==> config.mk <==
export PLATFORM = sky130hd
export DESIGN_NAME = burst_fill_seq
export DESIGN_NICKNAME = d
export VERILOG_FILES = /design/src/rtl/burst_fill_seq.sv
export SDC_FILE = /design/constraint.sdc
export NUM_CORES = 1
export LEC_CHECK = 0
export ABC_AREA = 1
export CAP_MARGIN = 5
export CORE_AREA = 2 2 61 63
export CTS_BUF_LIST = sky130_fd_sc_hd__clkbuf_8
export DETAILED_ROUTE_END_ITERATION = 12
export DIE_AREA = 0 0 63 65
export PLACE_DENSITY = 0.86
export RECOVER_POWER = 25
export SLEW_MARGIN = 20
export SYNTH_ARGS = -nofsm -noshare
export SYNTH_HDL_FRONTEND = slang
export SYNTH_SLANG_ARGS = --single-unit
==> constraint.sdc <==
create_clock -name clk -period 1.6 [get_ports clk]
set_input_delay 0.32 -clock clk [delete_from_list [all_inputs] [get_ports clk]]
set_output_delay 0.32 -clock clk [all_outputs]
set_load 0.01 [all_outputs]
==> src/rtl/burst_fill_seq.sv <==
// Cache line-fill sequencer: issues four word reads per 8-byte line and
// forwards the fixed-latency returns to the cache data array in order.
module burst_fill_seq #(
    parameter int LATENCY = 2
) (
    input  logic        clk,
    input  logic        rst,
    input  logic        start,
    input  logic [15:0] base_addr,
    input  logic        mem_stall,
    input  logic [15:0] mem_data_in,
    output logic        mem_rd,
    output logic [15:0] mem_addr,
    output logic        fill_we,
    output logic [1:0]  fill_word,
    output logic [15:0] fill_data,
    output logic        busy,
    output logic        done,
    output logic        err
);

    typedef enum logic [1:0] {
        IDLE,
        ISSUE,
        DRAIN,
        DONE
    } state_e;

    state_e                    state_q, state_d;
    logic [12:0]               line_q, line_d;
    logic [1:0]                issue_cnt_q, issue_cnt_d;
    logic [1:0]                ret_cnt_q, ret_cnt_d;
    logic [LATENCY-1:0]        vld_q, vld_d;
    logic [LATENCY-1:0][1:0]   off_q, off_d;
    logic                      push;

    assign fill_we   = vld_q[LATENCY-1];
    assign fill_word = off_q[LATENCY-1];
    assign fill_data = mem_data_in;
    assign busy      = (state_q != IDLE);
    assign done      = (state_q == DONE);
    assign mem_addr  = mem_rd ? {line_q, issue_cnt_q, 1'b0} : 16'h0000;

    always_comb begin
        state_d     = state_q;
        line_d      = line_q;
        issue_cnt_d = issue_cnt_q;
        ret_cnt_d   = ret_cnt_q;
        mem_rd      = 1'b0;
        push        = 1'b0;
        err         = start && (state_q != IDLE);

        if (fill_we) begin
            ret_cnt_d = ret_cnt_q + 2'd1;
        end

        unique case (state_q)
            IDLE: begin
                if (start) begin
                    line_d      = base_addr[15:3];
                    issue_cnt_d = 2'd0;
                    ret_cnt_d   = 2'd0;
                    state_d     = ISSUE;
                end
            end
            ISSUE: begin
                mem_rd = !mem_stall;
                if (!mem_stall) begin
                    push        = 1'b1;
                    issue_cnt_d = issue_cnt_q + 2'd1;
                    if (issue_cnt_q == 2'd3) begin
                        state_d = DRAIN;
                    end
                end
            end
            DRAIN: begin
                if (fill_we && ret_cnt_q == 2'd3) begin
                    state_d = DONE;
                end
            end
            DONE: begin
                state_d = IDLE;
            end
            default: begin
                state_d = IDLE;
            end
        endcase
    end

    // Return pipeline shifts every cycle; stalled issue slots carry valid=0.
    always_comb begin
        vld_d    = vld_q;
        off_d    = off_q;
        vld_d[0] = push;
        off_d[0] = push ? issue_cnt_q : 2'd0;
        for (int i = 1; i < LATENCY; i++) begin
            vld_d[i] = vld_q[i-1];
            off_d[i] = off_q[i-1];
        end
    end

    always_ff @(posedge clk or posedge rst) begin
        if (rst) begin
            state_q     <= IDLE;
            line_q      <= '0;
            issue_cnt_q <= '0;
            ret_cnt_q   <= '0;
            vld_q       <= '0;
            off_q       <= '0;
        end else begin
            state_q     <= state_d;
            line_q      <= line_d;
            issue_cnt_q <= issue_cnt_d;
            ret_cnt_q   <= ret_cnt_d;
            vld_q       <= vld_d;
            off_q       <= off_d;
        end
    end

endmodule

# Word-level counts from Yosys, hierarchy flattened
# Index checks and enable logic that the tools add are counted.
# word_totals
register_bits	25
input_bits	36
out_inout_bits	39
elab_cells	43
# op_classes
n_addsub	2
eq_ne	9
n_mux	16
reduce_logical	9
# op_table
op	count
two-way mux 2 bit	10
two-way mux 16 bit	1
== test 2 bit, second input constant	4
!= test 2 bit, second input constant	4
case mux 2 bit (4 select lines)	1
adder 2 x 1 -> 2 bit, second input constant	2
case mux 2 bit (2 select lines)	1
AND reduction 4 bit	1
nonzero test 2 bit	2
two-way mux 1 bit	3
AND reduction 3 bit	1
== test 2 x 1 -> 1 bit, second input constant	1
logical AND 1 bit	2
logical NOT 2 bit	1
AND reduction 2 bit	1
logical NOT 1 bit	1

# Depth between registers and ports, before layout
# depth
word_depth	4
depth_mapped	7

# Worst setup path after synthesis
# Ideal clock, no wire load.
# synth_path
kind	reg2out
start	register state_q[1]
end	output mem_addr[10]
arrival_time_ns	1.243
t_required_ns	1.280
path_slack_ns	0.037
stages_incl_launch_ff	8
path_cell_list	dfrtp_1 -> inv_1 -> ha_1 -> inv_2 -> nor2_4 -> inv_2 -> buf_6 -> nor2_1
# synth_via
elab_chain_len	3
# synth_lines
element	line	rtl
start: declaration	29	state_e state_q, state_d;
start signal: assignment	111	state_q <= state_d;
== test 2 x 1 -> 1 bit	57	unique case (state_q)
two-way mux 1 bit	57	
named net mem_rd	12	output logic mem_rd,
two-way mux 16 bit	42	assign mem_addr = mem_rd ? {line_q, issue_cnt_q, 1'b0} : 16'h0000;
end: declaration	13	output logic [15:0] mem_addr,
# The timed path passes the listed nets, and every way through them passes these cells.

# Final worst setup path
# layout_path
start	register state_q[1]
end	output mem_addr[4]
# layout_via
elab_chain_len	3
# layout_lines
element	line
== test 2 x 1 -> 1 bit	57
two-way mux 1 bit	57
two-way mux 16 bit	42
# Every way passes these cells.

==> summary.txt <==
Run status
  – Status: finished with violations
  – Failing checks: negative setup slack

Route
  – DR vias: 985
  – Initial DRC count: 25
  – Residual DRC: 0
  – TritonRoute pass-1 iters: 4
  – Drt wl/cell: 10.5 um
  – Antenna viol nets, final: 0
  – Vias/cell: 4.16
  – WL final: 2490 um

Global routing
  – First-pass GRT wire length: 4280 um
  – Final global-route overflow total: 0
  – Largest net degree at the start of global routing: 28
  – Number of global-route vias before repair: 929
  – Initial antenna violation count: 0
  – GRT Total Usage: 0.133

Yosys
  – Syn Inst Count: 151
  – FF+latch count, synth: 25
  – Register area share after synthesis: 0.483
  – Net Count, Synth: 194
  – Area of the mapped netlist: 1290 um2
  – Synth warn: 0
  – Synthesized area per cell: 8.58 um2
  – Synth unique cells: 16

Timing
  – Final TNS setup: -1.79 ns
  – Final setup violation count: 18
  – Slew Viols, Final: 0
  – Final Cycle Share: 1.08
  – WHS: 0.354 ns
  – Final worst slack: -0.125 ns
  – RSZ-0062 raised after global routing: yes
  – Setup Skew: 0.00525 ns
  – Hold Vio Cnt, Final: 0
  – FMAX: 0.580 GHz
  – Tmin final: 1.72 ns

Clock tree
  – Hold Buf Count CTS: 0
  – Clock Latency Late Sink: 0.26 ns
  – CTS Buf Count: 3
  – Clock tree buffer depth: 2
  – CTS H-tree lvls: 1
  – Clock transition at path regs: 0.08 ns
  – Root buf cell: clkbuf_8
  – CTS tree: done
  – Clock sinks: 25

Floorplan
  – Initial Utilization: 0.370
  – Core area: 3500 um2
  – Std cell rows: 22
  – Chip Width: 63 um
  – Die area: 4100 um2
  – Chip height: 65 um
  – # IOs: 75

Pwr
  – Leakage Power: 0.900 nW
  – Worst VDD drop: 0.726 mV
  – Power Dens Cells: 1590 nW/um2

Cells and area
  – Share of cells above drive strength 1: 0.317
  – Area of the multi-input gates: 460 um2
  – Fillers: 348
  – Diode count: 0
  – Area grow syn2layout: 35.2%
  – Nets: 233
  – Reg area: 626 um2

Critical path
  – Critical-path maximum fanout: 7
  – CP Data Arrival Time: 1.40 ns
  – FF-to-FF setup slack: 0.04 ns
  – Reg2reg start: state_q[0]
  – R2r endpoint: line_q[6]
  – Crit. End Element: output port
  – Req. time, crit path: 1.28 ns
  – Worst Reg-to-Reg Cells: 7
  – CP Launch Type: flip-flop
  – Worst Setup Path Type: flip-flop to output port

Hold path
  – Hold EP: vld_q[1]
  – Hold Startpoint: vld_q[0]
  – HP Class: flip-flop to flip-flop
  – Hold Path Depth: 0

Placement
  – Routability congestion estimate: 0.731
  – I/O Buffers: 38
  – Hpwl dp: 1800 um
  – Post-place setup slack: -0.506 ns

Job
  – Maxcap violations: 0
## layout by cell type (no fill, tap or decap), types with 3 or more instances in the layout
| cell | synthesis | layout |
|---|---|---|
| nand2_1 | 30 | 30 |
| nor2_2 | 0 | 7 |
| clkbuf_8 | 0 | 3 |
| inv_1 | 22 | 19 |
| nand3_1 | 3 | 3 |
| buf_4 | 20 | 15 |
| ha_1 | 7 | 5 |
| nor2_4 | 1 | 3 |
| buf_2 | 0 | 14 |
| nor2_1 | 18 | 9 |
| inv_4 | 0 | 3 |
| dfrtp_1 | 25 | 25 |
| clkdlybuf4s50_1 | 0 | 19 |
| inv_2 | 3 | 3 |
| o21ai_0 | 14 | 14 |
| buf_6 | 2 | 6 |
## through the flow
step           total power, mW  utilization  area (um2)  std cells
3_3_place_gp              2.18        0.469        1640        225
3_5_place_dp              2.23        0.469        1640        225
4_1_cts                   2.71        0.487        1700        232
5_1_grt                   3.07        0.501        1750        237
2_1_floorplan             1.75            -        1290        151
6_report                  2.79        0.501        1750        237
## critical path, cell delays in order, from the launching register on
cell	delay, ns
dfrtp_1	0.39
inv_2	0.08
ha_4	0.15
inv_4	0.04
nor2_4	0.17
inv_4	0.10
nor2_1	0.09
buf_2	0.13
## what timing repair did
item,in CTS,in global routing
pin swaps,2,2
gates resized for setup,94,11
setup endpoints to repair,19,20
gates cloned,1,0
endpoints found under the hold margin,0,0
setup buffers,2,7
## registers in the layout (all words and copies together), names as in the netlist
| register | flops |
|---|---|
| vld_q | 2 |
| line_q | 13 |
| off_d | 2 |
| fill_word | 2 |
| issue_cnt_q | 2 |
| ret_cnt_q | 2 |
| state_q | 2 |
## cell type report
cell class	instances	share of cell area
Sequential cell	25	0.357
Multi-Input combinational cell	79	0.263
Timing Repair Buffer	55	0.254
Inverter	25	0.0593
Tap cell	48	0.0343
Clock buffer	3	0.0236
Clock inverter	1	0.00429
Timing Repair inverter	1	0.00357
## where the power goes
group          internal, mW  switching (mW)  total (mW)
Clock                 0.176           0.187       0.363
Sequential            0.880           0.102       0.983
Combinational         0.684           0.757        1.44
## Yosys cell counts
cell | count | area share
xnor2_1 | 1 | 0.0068
o21ai_0 | 14 | 0.054
buf_6 | 2 | 0.017
or2_2 | 1 | 0.0048
nand3_1 | 3 | 0.012
inv_2 | 3 | 0.0087
dfrtp_1 | 25 | 0.48
buf_4 | 20 | 0.12
a21oi_1 | 1 | 0.0039
conb_1 | 1 | 0.0029
nor2_4 | 1 | 0.0087
ha_1 | 7 | 0.068
o21bai_1 | 2 | 0.012
nor2_1 | 18 | 0.052
inv_1 | 22 | 0.064
nand2_1 | 30 | 0.087
## per-layer routing
metal,part of all wire,GRT usage
met5,0,0
met4,0.0060,0.0444
met3,0.055,0.0278
met2,0.50,0.223
met1,0.44,0.172
## worst max path at each step
stage	from	end	slack, ns	cells past startpoint
4_1_cts	state_q[1]	mem_addr[11]	-0.19	7
3_5_place_dp	mem_stall	mem_addr[2]	-0.51	5
6_report	state_q[1]	mem_addr[4]	-0.12	7
2_1_floorplan	state_q[1]	mem_addr[10]	0.04	7
5_1_grt	state_q[1]	mem_addr[4]	-0.26	7
3_3_place_gp	mem_stall	mem_addr[2]	-0.46	5
## kinds of logic after synthesis
logic type / count (synthesis) / share of synthesized area
xor gates and xnor gates: 1 / 0.00676
other: 1 / 0.00290
AOI/OAI and AO/OA: 17 / 0.0696
buffers and inverters: 47 / 0.206
DFF: 25 / 0.483
and+or+nand+nor: 53 / 0.164
adders and majority gates: 7 / 0.0676
(Power assumes the default switching activity.)
